$ cat src/rtl/sumador_pkg.sv
// ============================================================================
// Module  : sumador_pkg
// Brief   : Shared types and elaboration helpers for the digit-serial adder.
// Revision: 1.0
// ============================================================================
`default_nettype none

package sumador_pkg;

    typedef enum logic [0:0] {
        REPOSO  = 1'b0,
        CALCULO = 1'b1
    } estado_t;

    // Returns the digit-cycle count, or 0 when the (W, D) pair is illegal.
    function automatic int calc_n(input int w, input int d);
        if (w < 2 || d < 1 || d > w || (w % d) != 0) begin
            return 0;
        end
        return w / d;
    endfunction

    function automatic int cnt_width(input int n);
        return (n <= 1) ? 1 : $clog2(n);
    endfunction

endpackage

`default_nettype wire

$ cat src/rtl/sumador_digito.sv
// ============================================================================
// Module  : sumador_digito
// Brief   : Combinational D-bit adder slice with a tap on the carry into its MSB.
// Revision: 1.0
// ============================================================================
`default_nettype none

module sumador_digito #(
    parameter int D = 2
) (
    input  logic [D-1:0] a,
    input  logic [D-1:0] b,
    input  logic         cin,
    output logic [D-1:0] s,
    output logic         cout,
    output logic         cmsb
);

    generate
        if (D == 1) begin : g_un_bit
            assign cmsb = cin;
        end else begin : g_multi_bit
            logic [D-1:0] w_low;
            // Low D-1 bits summed with one spare bit so the MSB carry-in falls out.
            assign w_low       = {1'b0, a[D-2:0]} + {1'b0, b[D-2:0]} + {{(D-1){1'b0}}, cin};
            assign cmsb        = w_low[D-1];
            assign s[D-2:0]    = w_low[D-2:0];
        end
    endgenerate

    assign s[D-1] = a[D-1] ^ b[D-1] ^ cmsb;
    assign cout   = (a[D-1] & b[D-1]) | (cmsb & (a[D-1] ^ b[D-1]));

endmodule

`default_nettype wire

$ cat src/rtl/sumador_serie_param.sv
// ============================================================================
// Module  : sumador_serie_param
// Brief   : Digit-serial W-bit adder, D bits per clock, start/valid handshake.
//           SUMADOR_SIGNO_EN adds Signo/Desborde for two's-complement operands.
// Revision: 1.0
// ============================================================================
`default_nettype none

module sumador_serie_param
    import sumador_pkg::*;
#(
    parameter int W = 8,
    parameter int D = 2
) (
    input  logic         Reloj,
    input  logic         Reset,
    input  logic         Inicio,
    input  logic [W-1:0] SumandoA,
    input  logic [W-1:0] SumandoB,
`ifdef SUMADOR_SIGNO_EN
    input  logic         Signo,
    output logic         Desborde,
`endif
    output logic [W:0]   Suma,
    output logic         Valido,
    output logic         Ocupado
);

    localparam int                c_N    = calc_n(W, D);
    localparam int                c_CW   = cnt_width(c_N);
    localparam logic [c_CW-1:0]   c_LAST = c_CW'(c_N - 1);

    generate
        if (c_N == 0) begin : g_param_error
            $error("sumador_serie_param: W must be >= 2 and a multiple of D, with 1 <= D <= W");
        end
    endgenerate

    estado_t         state_q, state_d;
    logic [W-1:0]    a_q, a_d;
    logic [W-1:0]    b_q, b_d;
    logic [W-1:0]    acc_q, acc_d;
    logic            carry_q, carry_d;
    logic [c_CW-1:0] cnt_q, cnt_d;
    logic [W:0]      suma_q, suma_d;
    logic            valido_q, valido_d;

    logic [D-1:0]    w_dig_s;
    logic            w_dig_cout;
    logic            w_dig_cmsb;
    logic [W+D-1:0]  w_cat;
    logic [W-1:0]    w_acc_next;
    logic            w_msb;
    logic            w_unused_bits;

    sumador_digito #(
        .D    (D)
    ) u_digito (
        .a    (a_q[D-1:0]),
        .b    (b_q[D-1:0]),
        .cin  (carry_q),
        .s    (w_dig_s),
        .cout (w_dig_cout),
        .cmsb (w_dig_cmsb)
    );

    // New digit enters at the top; after N digits the LSD has reached bit 0.
    assign w_cat         = {w_dig_s, acc_q};
    assign w_acc_next    = w_cat[W+D-1:D];
    assign w_unused_bits = ^w_cat[D-1:0];

`ifdef SUMADOR_SIGNO_EN
    logic signo_q, signo_d;
    logic desborde_q, desborde_d;
    logic w_ovf;

    // On the last digit the operand MSBs sit at bit D-1 of the shift registers.
    assign w_msb = signo_q ? (a_q[D-1] ^ b_q[D-1] ^ w_dig_cout) : w_dig_cout;
    assign w_ovf = signo_q ? (w_dig_cmsb ^ w_dig_cout) : w_dig_cout;
`else
    logic w_unused_cmsb;

    assign w_msb         = w_dig_cout;
    assign w_unused_cmsb = w_dig_cmsb;
`endif

    always_comb begin
        state_d  = state_q;
        a_d      = a_q;
        b_d      = b_q;
        acc_d    = acc_q;
        carry_d  = carry_q;
        cnt_d    = cnt_q;
        suma_d   = suma_q;
        valido_d = 1'b0;
`ifdef SUMADOR_SIGNO_EN
        signo_d    = signo_q;
        desborde_d = desborde_q;
`endif
        case (state_q)
            REPOSO: begin
                if (Inicio) begin
                    state_d = CALCULO;
                    a_d     = SumandoA;
                    b_d     = SumandoB;
                    carry_d = 1'b0;
                    cnt_d   = '0;
`ifdef SUMADOR_SIGNO_EN
                    signo_d = Signo;
`endif
                end
            end
            CALCULO: begin
                a_d     = a_q >> D;
                b_d     = b_q >> D;
                acc_d   = w_acc_next;
                carry_d = w_dig_cout;
                cnt_d   = cnt_q + 1'b1;
                if (cnt_q == c_LAST) begin
                    suma_d   = {w_msb, w_acc_next};
                    valido_d = 1'b1;
                    state_d  = REPOSO;
`ifdef SUMADOR_SIGNO_EN
                    desborde_d = w_ovf;
`endif
                end
            end
            default: state_d = REPOSO;
        endcase
    end

    always_ff @(posedge Reloj) begin
        if (Reset) begin
            state_q  <= REPOSO;
            a_q      <= '0;
            b_q      <= '0;
            acc_q    <= '0;
            carry_q  <= 1'b0;
            cnt_q    <= '0;
            suma_q   <= '0;
            valido_q <= 1'b0;
`ifdef SUMADOR_SIGNO_EN
            signo_q    <= 1'b0;
            desborde_q <= 1'b0;
`endif
        end else begin
            state_q  <= state_d;
            a_q      <= a_d;
            b_q      <= b_d;
            acc_q    <= acc_d;
            carry_q  <= carry_d;
            cnt_q    <= cnt_d;
            suma_q   <= suma_d;
            valido_q <= valido_d;
`ifdef SUMADOR_SIGNO_EN
            signo_q    <= signo_d;
            desborde_q <= desborde_d;
`endif
        end
    end

    assign Suma    = suma_q;
    assign Valido  = valido_q;
    assign Ocupado = (state_q == CALCULO);
`ifdef SUMADOR_SIGNO_EN
    assign Desborde = desborde_q;
`endif

endmodule

`default_nettype wire

$ cat config.mk
export PLATFORM = sky130hd
export DESIGN_NAME = sumador_serie_param
export DESIGN_NICKNAME = d
export VERILOG_FILES = /design/src/rtl/sumador_pkg.sv /design/src/rtl/sumador_digito.sv /design/src/rtl/sumador_serie_param.sv
export SDC_FILE = /design/constraint.sdc
export NUM_CORES = 1
export LEC_CHECK = 0
export ABC_CLOCK_PERIOD_IN_PS = 2200
export BUFFER_PORTS_ARGS = -buffer_cell sky130_fd_sc_hd__buf_2
export CAP_MARGIN = 20
export CORE_ASPECT_RATIO = 0.8
export CORE_UTILIZATION = 35
export DETAILED_ROUTE_END_ITERATION = 8
export GPL_ROUTABILITY_DRIVEN = 0
export PLACE_DENSITY = 0.61
export SYNTH_ARGS = -nofsm -noshare
export SYNTH_HDL_FRONTEND = slang
export SYNTH_SLANG_ARGS = --single-unit
$ cat constraint.sdc
create_clock -name Reloj -period 2.2 [get_ports Reloj]
set_input_delay 0.44 -clock Reloj [delete_from_list [all_inputs] [get_ports Reloj]]
set_output_delay 0.44 -clock Reloj [all_outputs]
set_load 0.05 [all_outputs]
======== Word-level counts from Yosys, hierarchy flattened ========
Cells that the tools add are included.
storage, ports and cells
  register bits ........................... 38
  latch bits .............................. 0
  memory bits (writable) .................. 0
  memory bits (read-only) ................. 0
  bits of input ports ..................... 19
  output and inout bits ................... 11
  logic and storage cells ................. 33
  memories ................................ 0
cells by class
  add/subtract/negate cells ............... 3
  multipliers ............................. 0
  div/mod/pow operators ................... 0
  order comparisons ....................... 0
  equal/unequal tests ..................... 2
  shifts and indexed selects .............. 0
  mux-type cells .......................... 12
  bitwise logic cells ..................... 6
  reduce and logical (&&, ||, !) cells .... 2
operators by type and width
  cell                                           number
  case mux 8 bit (2 select lines)                2
  2-to-1 mux 8 bit                               2
  2-to-1 mux 1 bit                               4
  case mux 1 bit (2 select lines)                2
  case mux 2 bit (2 select lines)                1
  adder 1 x 1 -> 2 bit                           1
  adder 2 x 1 -> 2 bit                           1
  adder 2 x 1 -> 2 bit (second input constant)   1
  AND 1 bit                                      2
  == test 2 bit (second input constant)          1
  2-to-1 mux 2 bit                               1
  inequality test 2 bit (second input constant)  1
  AND reduction 2 bit                            1
  OR reduction 2 bit                             1
  XOR 1 bit                                      2
  NOT 1 bit                                      1
  bitwise OR 1 bit                               1

======== Longest topological paths before layout ========
Gate-level depths: netlist of the first run.
  depth in word-level cells ............... 5
  depth in mapped cells ................... 5
  depth with buffers taken out ............ 5

======== Cells and area by module ========
From an unflattened synthesis of the first run, not the netlist that was laid out.
unflattened totals
  cells, all modules ...................... 150
  area, all modules ....................... 1554.0 um2
by module, submodules not included
  module               times used  cells an instance  area an instance (um2)  seq. area each (um2)
  sumador_serie_param  1           148                1514.0                  720.7
  sumador_digito       1           2                  40.0                    0.0

======== Worst setup path before layout of the first run ========
Ideal clock, no wire load.
  path type ............................... reg2reg
  from .................................... reg a_q[0]
  to ...................................... reg suma_q[7] (netlist: Suma[7])
  arrival time ............................ 1.482 ns
  data required time ...................... 2.109 ns
  slack ................................... 0.627 ns
  stages on the path, launching flop included .. 5
  buffers on the path ..................... 0
  cell sequence ........................... dfxtp_1 -> inv_1 -> fa_1 -> fa_1 -> a311oi_1
between the ends
  longest elaborated chain between the ends .. 3
RTL lines
  item                    line                        source
  start, declared         sumador_serie_param.sv:40   logic [W-1:0] a_q, a_d;
  start signal, assigned  sumador_serie_param.sv:135  a_q <= '0;
  start signal, assigned  sumador_serie_param.sv:148  a_q <= a_d;
  adder 1 x 1 -> 2 bit    sumador_digito.sv:25        assign w_low = {1'b0, a[D-2:0]} + {1'b0, b[D-2:0]} + {{(D-1){1'b0}}, cin};
  adder 2 x 1 -> 2 bit    sumador_digito.sv:25
  XOR 1 bit               sumador_digito.sv:31        assign s[D-1] = a[D-1] ^ b[D-1] ^ cmsb;
  end signal, assigned    sumador_serie_param.sv:153  suma_q <= suma_d;
  end, declared           sumador_serie_param.sv:45   logic [W:0] suma_q, suma_d;
Every way passes these cells.
A chain may end at the register's enable or synchronous reset.

======== Final worst setup path of the first run ========
Same ends and word-level chain as after synthesis.

==> results of run 1 <==
cells in the mapped netlist:
cell type and count:
buf_2 3, nor3_1 4, buf_1 1, a21oi_1 13, ha_1 1, clkbuf_1 4
mux2i_1 20, a311oi_1 3, a211oi_1 13, nor2_1 7, a21bo_2 6, nor2b_1 12
or3b_1 3, nand2b_1 4, buf_4 2, a211oi_2 1, nand2_1 2, nand3_1 6
dfxtp_1 36, buf_6 4, fa_1 2, inv_1 6
critical path: stages, from the launching register on:
cell      delay [ps]
dfxtp_1          330
inv_1             60
fa_1             430
fa_1             480
a311oi_1         260
registers in the layout, indices dropped and copies added (netlist names):
| name | cells |
|---|---|
| carry_q | 1 |
| a_q | 8 |
| Ocupado | 1 |
| Suma | 9 |
| cnt_q | 2 |
| acc_q | 6 |
| b_q | 8 |
| Valido | 1 |
stage by stage:
| step | total power [mW] | utilization, % |
|---|---|---|
| after floorplan | 0.849 | - |
| after global placement | 0.879 | 40.3 |
| after detailed placement | 0.885 | 40.3 |
| after CTS | 1.37 | 42.5 |
| after global routing | 1.41 | 42.5 |
| final | 1.35 | 42.5 |
logic make-up after synthesis:
logic type | count (synthesis) | synth area share, %
adders and majority gates | 3 | 3.37
muxes | 20 | 12.8
DFF | 36 | 46.2
buffers and inverters | 20 | 7.45
AOI/OAI and AO/OA | 36 | 16.7
and+or+nand+nor | 38 | 13.5
where the power goes:
| group | switching (mW) | total [mW] | internal, mW | leakage [nW] |
|---|---|---|---|---|
| Sequential | 0.0217 | 0.708 | 0.687 | 0.294 |
| Clock | 0.226 | 0.476 | 0.250 | 0.0510 |
| Combinational | 0.0908 | 0.162 | 0.0709 | 0.400 |
layer usage:
layer | part of all wire, % | track usage (%) | vias up
li1 | - | - | 580
met5 | 0 | 0 | -
met1 | 53 | 16.7 | 521
met2 | 42 | 18.6 | 19
met4 | 1.8 | 7.42 | 0
met3 | 3.0 | 3.36 | 4
how the worst max path moves through the flow:
stage,start,endpoint,cells after the start
2_1_floorplan,a_q[0],Suma[7],4
3_3_place_gp,a_q[0],Suma[7],4
3_5_place_dp,a_q[0],Suma[7],4
4_1_cts,a_q[0],Suma[7],4
5_1_grt,a_q[0],Suma[7],4
6_report,a_q[0],Suma[7],4
layout make-up:
class | instances | area [um^2]
clock buffer | 6 | 82.6
clock inverter | 2 | 10.0
fill | 435 | 2430
inverter | 6 | 22.5
multi-input combinational | 97 | 724
sequential | 36 | 721
tap | 57 | 71.3
timing repair buffer | 30 | 165
==> results.json, run 1 <==
{
  "setup_tns_ps": 0,
  "firstDrtPassIters": 4,
  "grt.overflow.total": 0,
  "ys_types": 22,
  "final_common_cell": "dfxtp_1",
  "die_width_um": 76.7,
  "nets": 198,
  "drtIter0Drc": 46,
  "wl_per_cell_um": 12.7,
  "grt_pass1_vias": 965,
  "dp_hpwl_mm": 1.83,
  "setup_slack_ps": 558,
  "port_buffers": 29,
  "outcome": "completed",
  "clock-skew-final_ps": 5.76,
  "postCtsHoldBufs": 0,
  "worstSetupStartpointType": "flop",
  "synth_nets": 175,
  "hp-class": "in -> reg",
  "worstPathArrival_ps": 1840,
  "p_leak_nw": 0.745,
  "synth.area.top_cells": "dfxtp_1 46%, mux2i_1 13%, a211oi_1 6.3%, nor2b_1 4.8%, a21oi_1 4.2%",
  "htreeDepth": 2,
  "rsz0062_at_grt": "false",
  "drive_gt1_share_pct": 25.4,
  "detailedPlace.worstSlack_ps": 561,
  "cts.clk_slew.worst_paths_ps": 70,
  "maxSlewHeadroom_pct": 54.0,
  "setup_viol": 0,
  "most-common-layout-cells": "36 x dfxtp_1, 29 x buf_2, 20 x mux2i_1, 13 x a211oi_1, 13 x a21oi_1",
  "num_rows": 21,
  "syn2layout_area_growth_pct": 15.1,
  "r2r_slack_ps": 560,
  "cts_sinks": 36,
  "placed_area_mm2": 0.00170,
  "antenna_found_initial": 0,
  "drc_errors": 0,
  "max_freq_mhz": 609,
  "yosys.area.top_type": "dfxtp_1",
  "timing.max_cap.violations": 0,
  "grt_use_total_pct": 12.5,
  "cts_buffers": 5,
  "die_height_um": 61.7,
  "ios": 30,
  "hold_slack_ps": 453,
  "fp.dieArea_mm2": 0.00473,
  "r2r-start": "a_q[0]",
  "slew_violations": 0,
  "cp_max_fo": 2,
  "ys_ff_latch": 36,
  "diodes": 0,
  "hold_end": "b_q[7]",
  "critical_path_class": "reg -> reg",
  "final_cells": 234,
  "finalHoldViolCount": 0,
  "placed_cells": 226,
  "cts_root_buf": "clkbuf_8",
  "powerDensity_mw_per_mm2": 749,
  "syn_inst": 153,
  "cts_tree": "built",
  "avgViaCountPerCell": 4.80,
  "postSynthAreaPerCell_um2": 10.2,
  "synth_seq_area_share_pct": 46.2,
  "worst_pin_slew_ps": 690,
  "grt_start_max_net_pins": 53,
  "fin_crit_ps": 1640,
  "final.period_utilization_pct": 74.6,
  "synth_top_area_share_pct": 46.2,
  "r2r_end": "Suma[7]",
  "start_util_pct": 36.9,
  "reg2reg_depth": 4,
  "ant_nets": 0,
  "grt_pass1_wl_mm": 4.53,
  "cts_setup_buffers": 0,
  "clockBufferDepth": 2,
  "critPathCaptureType": "flop",
  "stdcell_area_mm2": 0.00180,
  "hp-start": "SumandoB[7]",
  "worstPathRequired_ps": 2390,
  "ir_worst_vdd_mv": 0.288,
  "num_vias": 1124,
  "ys_warn_count": 0,
  "cts_resized": 0,
  "synth_area_mm2": 0.00156,
  "coreArea_mm2": 0.00423,
  "whs_path_depth": 3,
  "wl_mm": 2.98,
  "worstSkewPairLatency_ps": 280
}
(Power assumes the default switching activity.)
==> run 2, diff against run 1 <==
--- a/config.mk
+++ b/config.mk
@@ -5,7 +5,8 @@
 export SDC_FILE = /design/constraint.sdc
 export NUM_CORES = 1
 export LEC_CHECK = 0
-export ABC_CLOCK_PERIOD_IN_PS = 2200
+export ABC_AREA = 1
+export ABC_CLOCK_PERIOD_IN_PS = 1600
 export BUFFER_PORTS_ARGS = -buffer_cell sky130_fd_sc_hd__buf_2
 export CAP_MARGIN = 20
 export CORE_ASPECT_RATIO = 0.8
==> constraint.sdc (replaced) <==
create_clock -name Reloj -period 1.6 [get_ports Reloj]
set_input_delay 0.32 -clock Reloj [delete_from_list [all_inputs] [get_ports Reloj]]
set_output_delay 0.32 -clock Reloj [all_outputs]
set_load 0.05 [all_outputs]
==> results.json, run 2 <==
{
  "outcome": "completed",
  "finalHoldViolCount": 0,
  "critical_path_class": "reg -> reg",
  "cts_tree": "built",
  "firstDrtPassIters": 4,
  "ys_warn_count": 0,
  "seq_area_um2": 723,
  "wl_per_cell_um": 10.3,
  "die_height_um": 60.7,
  "grt_use_total_pct": 15.1,
  "whs_path_depth": 3,
  "grt.overflow.total": 0,
  "antenna_found_initial": 0,
  "die_width_um": 75.4,
  "synth_most_common_cell": "nand2_1",
  "wl_mm": 2.88,
  "multi_input_area_um2": 603,
  "yosys.area.top_type": "dfxtp_1",
  "max_freq_mhz": 663,
  "final_common_cell": "nand2_1",
  "ant_nets": 0,
  "coreArea_mm2": 0.00395,
  "p_leak_nw": 0.867,
  "num_vias": 1245,
  "port_buffers": 29,
  "synth.area.top_cells": "dfxtp_1 48%, nand2_1 13%, nand3_1 11%, inv_1 6.0%, buf_6 4.5%",
  "synth_top_area_share_pct": 47.8,
  "slowest_stage": "fa_2",
  "clockBufferDepth": 2,
  "worstPathArrival_ps": 1740,
  "p_total_mw": 2.01,
  "reg2reg_depth": 5,
  "cts_buffers": 5,
  "rsz0062_at_grt": "false",
  "fp.dieArea_mm2": 0.00458,
  "diodes": 0,
  "cpMostUsedCell": "fa_2",
  "worst_pin_slew_ps": 466,
  "clock-skew-final_ps": 8.05,
  "fin_crit_ps": 1510,
  "synth_fa_ha_area_share_pct": 3.48,
  "dp_hpwl_mm": 2.05,
  "synth-compound-area-share_pct": 8.62,
  "worstSetupStartpointType": "flop",
  "most-common-layout-cells": "52 x nand2_1, 34 x dfxtp_1, 33 x nand3_1, 29 x buf_2, 24 x inv_1",
  "cts_sinks": 36,
  "yosys.area_share.simple_pct": 27.3,
  "grt_pass1_wl_mm": 4.97,
  "cts.clk_slew.worst_paths_ps": 70,
  "synth_xor_area_share_pct": 0,
  "largest_reg_flops": 9,
  "ir_worst_vdd_mv": 0.402,
  "postSynthAreaPerCell_um2": 7.78,
  "hp-class": "in -> reg",
  "ys_ff_latch": 36,
  "drive_gt1_share_pct": 22.7,
  "timing.max_cap.violations": 0,
  "drc_errors": 0,
  "avgViaCountPerCell": 4.45,
  "worstPathRequired_ps": 1830,
  "fill_cells": 437,
  "synthMuxAreaShare_pct": 0,
  "synthFlopType": "dfxtp_1",
  "start_util_pct": 38.2,
  "grt_start_max_net_pins": 19,
  "maxSlewHeadroom_pct": 68.8,
  "postCtsHoldBufs": 0,
  "synthTopCellsByCount": "52 x nand2_1, 36 x dfxtp_1, 33 x nand3_1",
  "drtIter0Drc": 51,
  "final.period_utilization_pct": 94.3,
  "synth_seq_area_share_pct": 47.8,
  "worstSkewPairLatency_ps": 290,
  "nets": 246,
  "synth_area_mm2": 0.00151,
  "cts_root_buf": "clkbuf_8",
  "cp_slowest_stage_delay_ps": 380,
  "async_reset_ff_share_pct": 0,
  "synth_edf_count": 0,
  "ios": 30,
  "ys_types": 18,
  "synth_nets": 216,
  "htreeDepth": 2,
  "critPathCaptureType": "flop",
  "cp_max_fo": 2,
  "final_core_util_pct": 45.5,
  "synth_top_family_by_area": "simple AND/OR/NAND/NOR gates",
  "grt_pass1_vias": 1108,
  "setup_viol": 0,
  "syn2layout_area_growth_pct": 19.3,
  "slew_violations": 0,
  "path_cells": "inv_1, fa_2, fa_2, or2_1, a21oi_2",
  "powerDensity_mw_per_mm2": 1110,
  "syn_inst": 194,
  "num_rows": 20
}
==> run 2: worst paths after layout <==
check | from | to | slack [ps]
max | a_q[0] | carry_q | 90
min | SumandoB[6] | b_q[6] | 270
max reg2reg | a_q[0] | carry_q | 90
min reg2reg | acc_q[4] | acc_q[2] | 460
==> run 2: per-layer routing <==
layer	track usage (%)	share of wire, %
met5	0	0
met4	6.35	1.8
met3	4.98	4.0
met2	23.1	43
met1	19.7	51
==> run 2: repair_timing <==
| action | CTS | global route |
|---|---|---|
| setup endpoints to repair | 1 | 2 |
| setup buffers | 0 | 0 |
| gates cloned | 0 | 0 |
| pin swaps | 0 | 0 |
| gates resized for setup | 1 | 4 |
==> run 2: cell type report <==
type / instances / area share, %
Multi-Input combinational cell: 122 / 33.5
Clock inverter: 1 / 1.67
Timing Repair Buffer: 34 / 10.1
Tap cell: 55 / 3.82
Clock buffer: 7 / 5.35
Sequential cell: 36 / 40.2
Inverter: 25 / 5.35
==> run 2: power breakdown <==
part / switching (mW) / internal, mW / total (mW)
Sequential: 0.0195 / 0.936 / 0.955
Combinational: 0.114 / 0.0701 / 0.184
Clock: 0.316 / 0.550 / 0.866
Total: 0.450 / 1.56 / 2.01
==> run 2: kinds of logic (layout without fill, tap and decap cells) <==
group / count (synthesis) / in the layout
compound gates: 26 / 26
simple gates: 93 / 93
flops: 36 / 36
fa+ha+maj: 3 / 3
buf+inv: 36 / 67
==> run 2: stage by stage <==
| step | hold slack (ps) | setup WS, ps | std cells | TNS, ps | instance area (um^2) |
|---|---|---|---|---|---|
| 2_1_floorplan | 419 | 57.9 | 194 | 0 | 1510 |
| 3_3_place_gp | 439 | 29.9 | 272 | 0 | 1660 |
| 3_5_place_dp | 454 | -7.62 | 272 | -7.62 | 1660 |
| 4_1_cts | 268 | 13.1 | 280 | 0 | 1790 |
| 5_1_grt | 278 | 24.7 | 280 | 0 | 1800 |
| 6_report | 273 | 90.9 | 280 | 0 | 1800 |
==> run 2: critical path: cells and delay by family (launching register included) <==
kind	cells	cell delay [ps]
adder cells (fa/ha/maj)	2	720
flip-flops	1	330
AO/OA/AOI/OAI	1	100
buffers and inverters	1	60
AND/OR/NAND/NOR	1	240
